File: src/rtl/instr_decode_reg.sv
// ----------------------------------------------------------------------------
// instr_decode_reg
//
// Instruction register and decode stage for the multicycle CPU controller.
// This block captures the fetched instruction word when the controller
// strobes ir_load, and registers a one-hot opcode vector. The controller
// samples that vector in its decode state. The block also holds the 4-bit
// condition-flag register that the controller reads as its condition vector.
//
// Optional feature macro: DECODE_ILLEGAL_TRAP_EN
//   defined   : an illegal opcode (opc >= NUM_OPS) sets a sticky flag and
//               bumps a saturating 8-bit counter.
//   undefined : illegal and ill_count are tied low, and clr_illegal is ignored.
//
// Ports
//   clock        in   system clock, rising-edge active
//   reset        in   synchronous active-high reset
//   mem_data     in   fetched instruction word
//   ir_load      in   IR-write strobe
//   alu_flags    in   {N,Z,C,V} from the ALU
//   flag_load    in   flag-register write enable
//   clr_illegal  in   clears the sticky illegal flag and the counter
//   A_out        out  registered one-hot decode (all-zero for an illegal opcode)
//   A_vec_4bits  out  registered flags {N,Z,C,V}
//   ir_q         out  instruction register
//   rd, rs, rt   out  register fields ir_q[10:8], ir_q[7:5], ir_q[4:2]
//   imm_sx       out  ir_q[7:0] sign-extended to WORD_W
//   dec_valid    out  A_out reflects a loaded instruction
//   illegal      out  sticky illegal-opcode indicator
//   ill_count    out  saturating illegal-opcode count
// ----------------------------------------------------------------------------
module instr_decode_reg #(
    parameter int WORD_W  = 16,
    parameter int NUM_OPS = 23
) (
    input  logic                clock,
    input  logic                reset,
    input  logic [WORD_W-1:0]   mem_data,
    input  logic                ir_load,
    input  logic [3:0]          alu_flags,
    input  logic                flag_load,
    input  logic                clr_illegal,
    output logic [NUM_OPS-1:0]  A_out,
    output logic [3:0]          A_vec_4bits,
    output logic [WORD_W-1:0]   ir_q,
    output logic [2:0]          rd,
    output logic [2:0]          rs,
    output logic [2:0]          rt,
    output logic [WORD_W-1:0]   imm_sx,
    output logic                dec_valid,
    output logic                illegal,
    output logic [7:0]          ill_count
);

    logic [WORD_W-1:0]  instr_q, instr_d;
    logic [NUM_OPS-1:0] a_q, a_d;
    logic [3:0]         flags_q, flags_d;
    logic               valid_q, valid_d;

    logic [4:0]         opc;
    logic               opc_legal;

    // Decode is done on the incoming word, so A_out is ready in the same cycle
    // as ir_q. A single shifted bit keeps the vector strictly one-hot or zero.
    assign opc       = mem_data[WORD_W-1:WORD_W-5];
    assign opc_legal = (int'(opc) < NUM_OPS);

    always_comb begin
        instr_d = instr_q;
        a_d     = a_q;
        valid_d = valid_q;
        flags_d = flags_q;
        if (ir_load) begin
            instr_d = mem_data;
            valid_d = 1'b1;
            if (opc_legal) begin
                a_d = {{(NUM_OPS-1){1'b0}}, 1'b1} << opc;
            end else begin
                a_d = '0;
            end
        end
        if (flag_load) begin
            flags_d = alu_flags;
        end
    end

    always_ff @(posedge clock) begin
        if (reset) begin
            instr_q <= '0;
            a_q     <= '0;
            valid_q <= 1'b0;
            flags_q <= '0;
        end else begin
            instr_q <= instr_d;
            a_q     <= a_d;
            valid_q <= valid_d;
            flags_q <= flags_d;
        end
    end

    assign ir_q        = instr_q;
    assign A_out       = a_q;
    assign dec_valid   = valid_q;
    assign A_vec_4bits = flags_q;

    assign rd     = instr_q[10:8];
    assign rs     = instr_q[7:5];
    assign rt     = instr_q[4:2];
    assign imm_sx = {{(WORD_W-8){instr_q[7]}}, instr_q[7:0]};

`ifdef DECODE_ILLEGAL_TRAP_EN
    logic       ill_q, ill_d;
    logic [7:0] cnt_q, cnt_d;
    logic [7:0] cnt_base;
    logic       ill_load;

    assign ill_load = ir_load & ~opc_legal;

    // When an illegal load and a clear arrive together, the load wins. The
    // count restarts from zero, so it reads 1 after that edge.
    always_comb begin
        cnt_base = clr_illegal ? 8'd0 : cnt_q;
        cnt_d    = cnt_base;
        ill_d    = clr_illegal ? 1'b0 : ill_q;
        if (ill_load) begin
            ill_d = 1'b1;
            if (cnt_base != 8'hFF) begin
                cnt_d = cnt_base + 8'd1;
            end
        end
    end

    always_ff @(posedge clock) begin
        if (reset) begin
            ill_q <= 1'b0;
            cnt_q <= '0;
        end else begin
            ill_q <= ill_d;
            cnt_q <= cnt_d;
        end
    end

    assign illegal   = ill_q;
    assign ill_count = cnt_q;
`else
    logic unused_clr_illegal;
    assign unused_clr_illegal = clr_illegal;
    assign illegal            = 1'b0;
    assign ill_count          = 8'd0;
`endif

endmodule

File: config.mk
export PLATFORM = sky130hd
export DESIGN_NAME = instr_decode_reg
export DESIGN_NICKNAME = d
export VERILOG_FILES = /design/src/rtl/instr_decode_reg.sv
export SDC_FILE = /design/constraint.sdc
export NUM_CORES = 1
export LEC_CHECK = 0
export CORE_MARGIN = 1
export CORE_UTILIZATION = 38
export CTS_CLUSTER_DIAMETER = 120
export DETAILED_ROUTE_END_ITERATION = 8
export PLACE_DENSITY_LB_ADDON = 0.25
export RECOVER_POWER = 25
export SETUP_SLACK_MARGIN = 0.1
export SLEW_MARGIN = 20
export SYNTH_ARGS = -nofsm -noshare
export SYNTH_HDL_FRONTEND = slang
export SYNTH_SLANG_ARGS = --single-unit
File: constraint.sdc
create_clock -name clock -period 1.05 [get_ports clock]
set_input_delay 0.2625 -clock clock [delete_from_list [all_inputs] [get_ports clock]]
set_output_delay 0.2625 -clock clock [all_outputs]
set_load 0.02 [all_outputs]
==> results list <==
- After clock tree synthesis, the clock-pin slew on the worst setup and hold paths is approximately 0.07 ns.
* Reg-to-reg endpoint: A_out[4]
- Number of top-level design ports: 103
- Half-perimeter wire length of the detailed placement result: around 2900 µm
- Along the worst path, the maximum fanout reaches 12.
* Worst min path class: in2reg
- Final number of max-transition violations: 0
- Combined area of all synthesized cells: 0.001832 mm²
* Worst slack after detailed placement: -0.7503 ns
- For this block, the initial DRC count from the detailed router was 53.
- Antenna violations before repair: 0
- At the end of routability-driven placement, the weighted congestion stood at 0.6965.
* Sequential element share of the synthesized area: 48.09%
- Cells fill 69.47% of the core in the end.
- Total power for the finished layout comes to 3902 µW.
* Beginning of the critical path: ir_q[7]
- Nature of the critical path startpoint: flop
* Path length in cells of the critical path: 1
- Overall global routing resource usage: 17.84%
* Final period util: 106.8%
- The largest single stage delay on the critical path is 0.41 ns.
* Maximum capacitance violations: 0
- Layout cells sized above 1: 63.84%
- Final design instance area without fill: approximately 0.0031 mm²
- Leaving out fill and tap cells, the most frequent cell in the layout is buf_6.
- Count of cell types in the netlist: 16
- Power density relative to cell area: 1247 mW/mm²
- In this run the vertical extent of the chip is 71.43 µm.
- IO Port Bufs: 92
- The die covers 0.005102 mm².
- The average instance in the mapped netlist occupies approximately 11 µm².
- Clock latency of the later-clocked register in the worst-skew pair: 0.29 ns
- Maximum buffer depth of the clock tree: 2
- Final routed wire length divided by cell count: 13.52 µm
- The repair_antennas step left the layout with diodes totalling 0.
- Worst r2r path cells: 3
- Counting every instance in the synthesized netlist gives around 170.
- TritonCTS built the clock tree.
- In this run the critical register-to-register path is launched from A_out[4].
* H-tree level count: 2
- Detailed-route DRC error count: 0
* Number of detailed-routing iterations run before antenna repair: 3
* Critical Path RT: roughly 0.8 ns
- Once the floorplan was initialized, standard cells occupied between 40% and 50% of the core.
- Fin. Hold Viols: 0
- After floorplanning, the core was sized to cover 0.004504 mm².
* Grt ovf: 0
- First-pass GRT wire length: 7079 µm
* Largest net degree at the start of global routing: 22
- Cell at the root of the clock tree: clkbuf_8
- Once routing completed, OpenROAD measured the worst setup slack at -0.07093 ns.
- Growth of design area from synthesis to finish: 70.83%
- Setup violations remaining at the end of the flow were counted as 18.
- Data arrives at the worst endpoint at 0.86 ns.
- The net count of the finished layout is 295.
- Once placement finished, the instance area stood at 0.002796 mm².
- Horizontal die dimension: 71.43 µm
* Final WL: 4367 µm
- Worst clock skew on the final layout: 0 ns
* Worst Path Buf+Inv: 1
- End point of the critical path: imm_sx[13]
- Number of clock buffers inserted by TritonCTS: 5
- Counting flops and latches in the post-synthesis netlist gives 44.
* Reg-to-reg slack, setup: 0.15 ns
* Vias after detailed routing: 1490
- Worst path slowest cell: dfxtp_4
- Peak VDD IR: ~0.76 mV
- Yosys warning count: 0
* Critical path class: reg2out
* Failing checks: setup timing
* Final standard cell count with taps included and fillers excluded: about 320
- Crit. End Element: primary output
* RSZ-0062 raised after global routing: yes
* Count of clock tree sinks: 44
- After floorplanning, the core was divided into 24 placement rows.
* FMAX: 0.8921 GHz
* Number of global-route vias before repair: 1416
- The run finished, with violations left.
- Leaving out fill and tap cells, the most frequent cells in the layout are buf_6 (62), buf_4 (46), dfxtp_2 (36).
- The number of placed instances, taps included, is approximately 300.
- Time the worst path needs with I/O delays and setup: 1.121 ns
* Static Leak: 0.001501 µW
* Number of nets still failing antenna checks after routing: 0
* Delay-heaviest family, CP: flip-flops
* Via density: approximately 4.6
* Critical-path cell list: buf_4
## power by group
group          internal [µW]  total [µW]  switching (µW)  leakage, µW
clock                    839        1390             550    0.0000645
combinational            371         731             360      0.00106
sequential              1720        1780            59.5     0.000380
total                   2930        3900             969      0.00150
## synthesized netlist by cell type
master	count	area share, %
mux2i_1	20	11
nor2_2	1	0.34
and4bb_1	2	1.4
and4b_1	1	0.55
clkbuf_1	5	1.0
nor4_2	1	0.68
and4bb_2	1	0.68
and3b_1	2	0.96
conb_1	1	0.20
a22o_1	23	11
buf_4	38	16
nor3b_4	1	1.0
buf_6	1	0.61
dfxtp_1	44	48
nor2_1	22	4.5
nor4b_2	3	2.5
## metal layers
| metal | vias up | global-route usage, % | routed length [µm] | share of wire [%] |
|---|---|---|---|---|
| li1 | 742 | - | - | - |
| met1 | 677 | 22.12 | 1947 | 45 |
| met2 | 66 | 29.10 | 2024 | 46 |
| met3 | 5 | 6.892 | 348 | 8.0 |
| met4 | 0 | 4.667 | 46 | 1.1 |
| met5 | - | 0 | 0 | 0 |
## kinds of logic (layout without fill, tap and decap cells)
logic type	Yosys count	after routing	share of synthesized area, %
muxes	20	20	10.93
DFF	44	44	48.09
AOI/OAI and AO/OA	23	23	11.00
buffers and inverters	44	140	17.21
other	1	9	0.2047
and+or+nand+nor	34	35	12.57
## layout make-up
class                   instances  area (µm²)
flip-flops and latches         44       955.9
well taps                      52       65.06
fillers                       346        1375
repair buffers                132        1274
multi-input cells              87       708.2
clock buffers                   7       96.34
clock inverters                 1       30.03
## sequential cells by signal (all words and copies together), names as in the netlist
| signal | cells |
|---|---|
| A_out | 23 |
| A_vec_4bits | 4 |
| ir_q | 16 |
| dec_valid | 1 |
## metrics by stage
step,setup TNS (ns),hold slack [ns]
3_5_place_dp,-35.99,0.4566
4_1_cts,-1.078,0.4403
2_1_floorplan,0,0.4096
3_3_place_gp,-35.20,0.4447
6_report,-0.8301,0.3979
5_1_grt,-2.090,0.4271
## worst min path at each step
| stage | depth (start not counted) | start | slack, ns | end |
|---|---|---|---|---|
| after CTS | 3 | mem_data[14] | 0.44 | ir_q[14] |
| after floorplan | 2 | mem_data[7] | 0.41 | ir_q[7] |
| final | 3 | flag_load | 0.40 | A_vec_4bits[1] |
| after global routing | 3 | flag_load | 0.43 | A_vec_4bits[3] |
| after detailed placement | 2 | dec_valid | 0.46 | dec_valid |
| after global placement | 2 | dec_valid | 0.44 | dec_valid |
## repair_timing
| item | in CTS | in global routing |
|---|---|---|
| setup endpoints to repair | 113 | 90 |
| pin swaps | 2 | 2 |
| buffers inserted | 4 | 1 |
| hold buffers | 0 | 0 |
| gates cloned | 1 | 0 |
| resized for setup | 478 | 9 |
No activity file was read; power rests on OpenSTA's default activity.
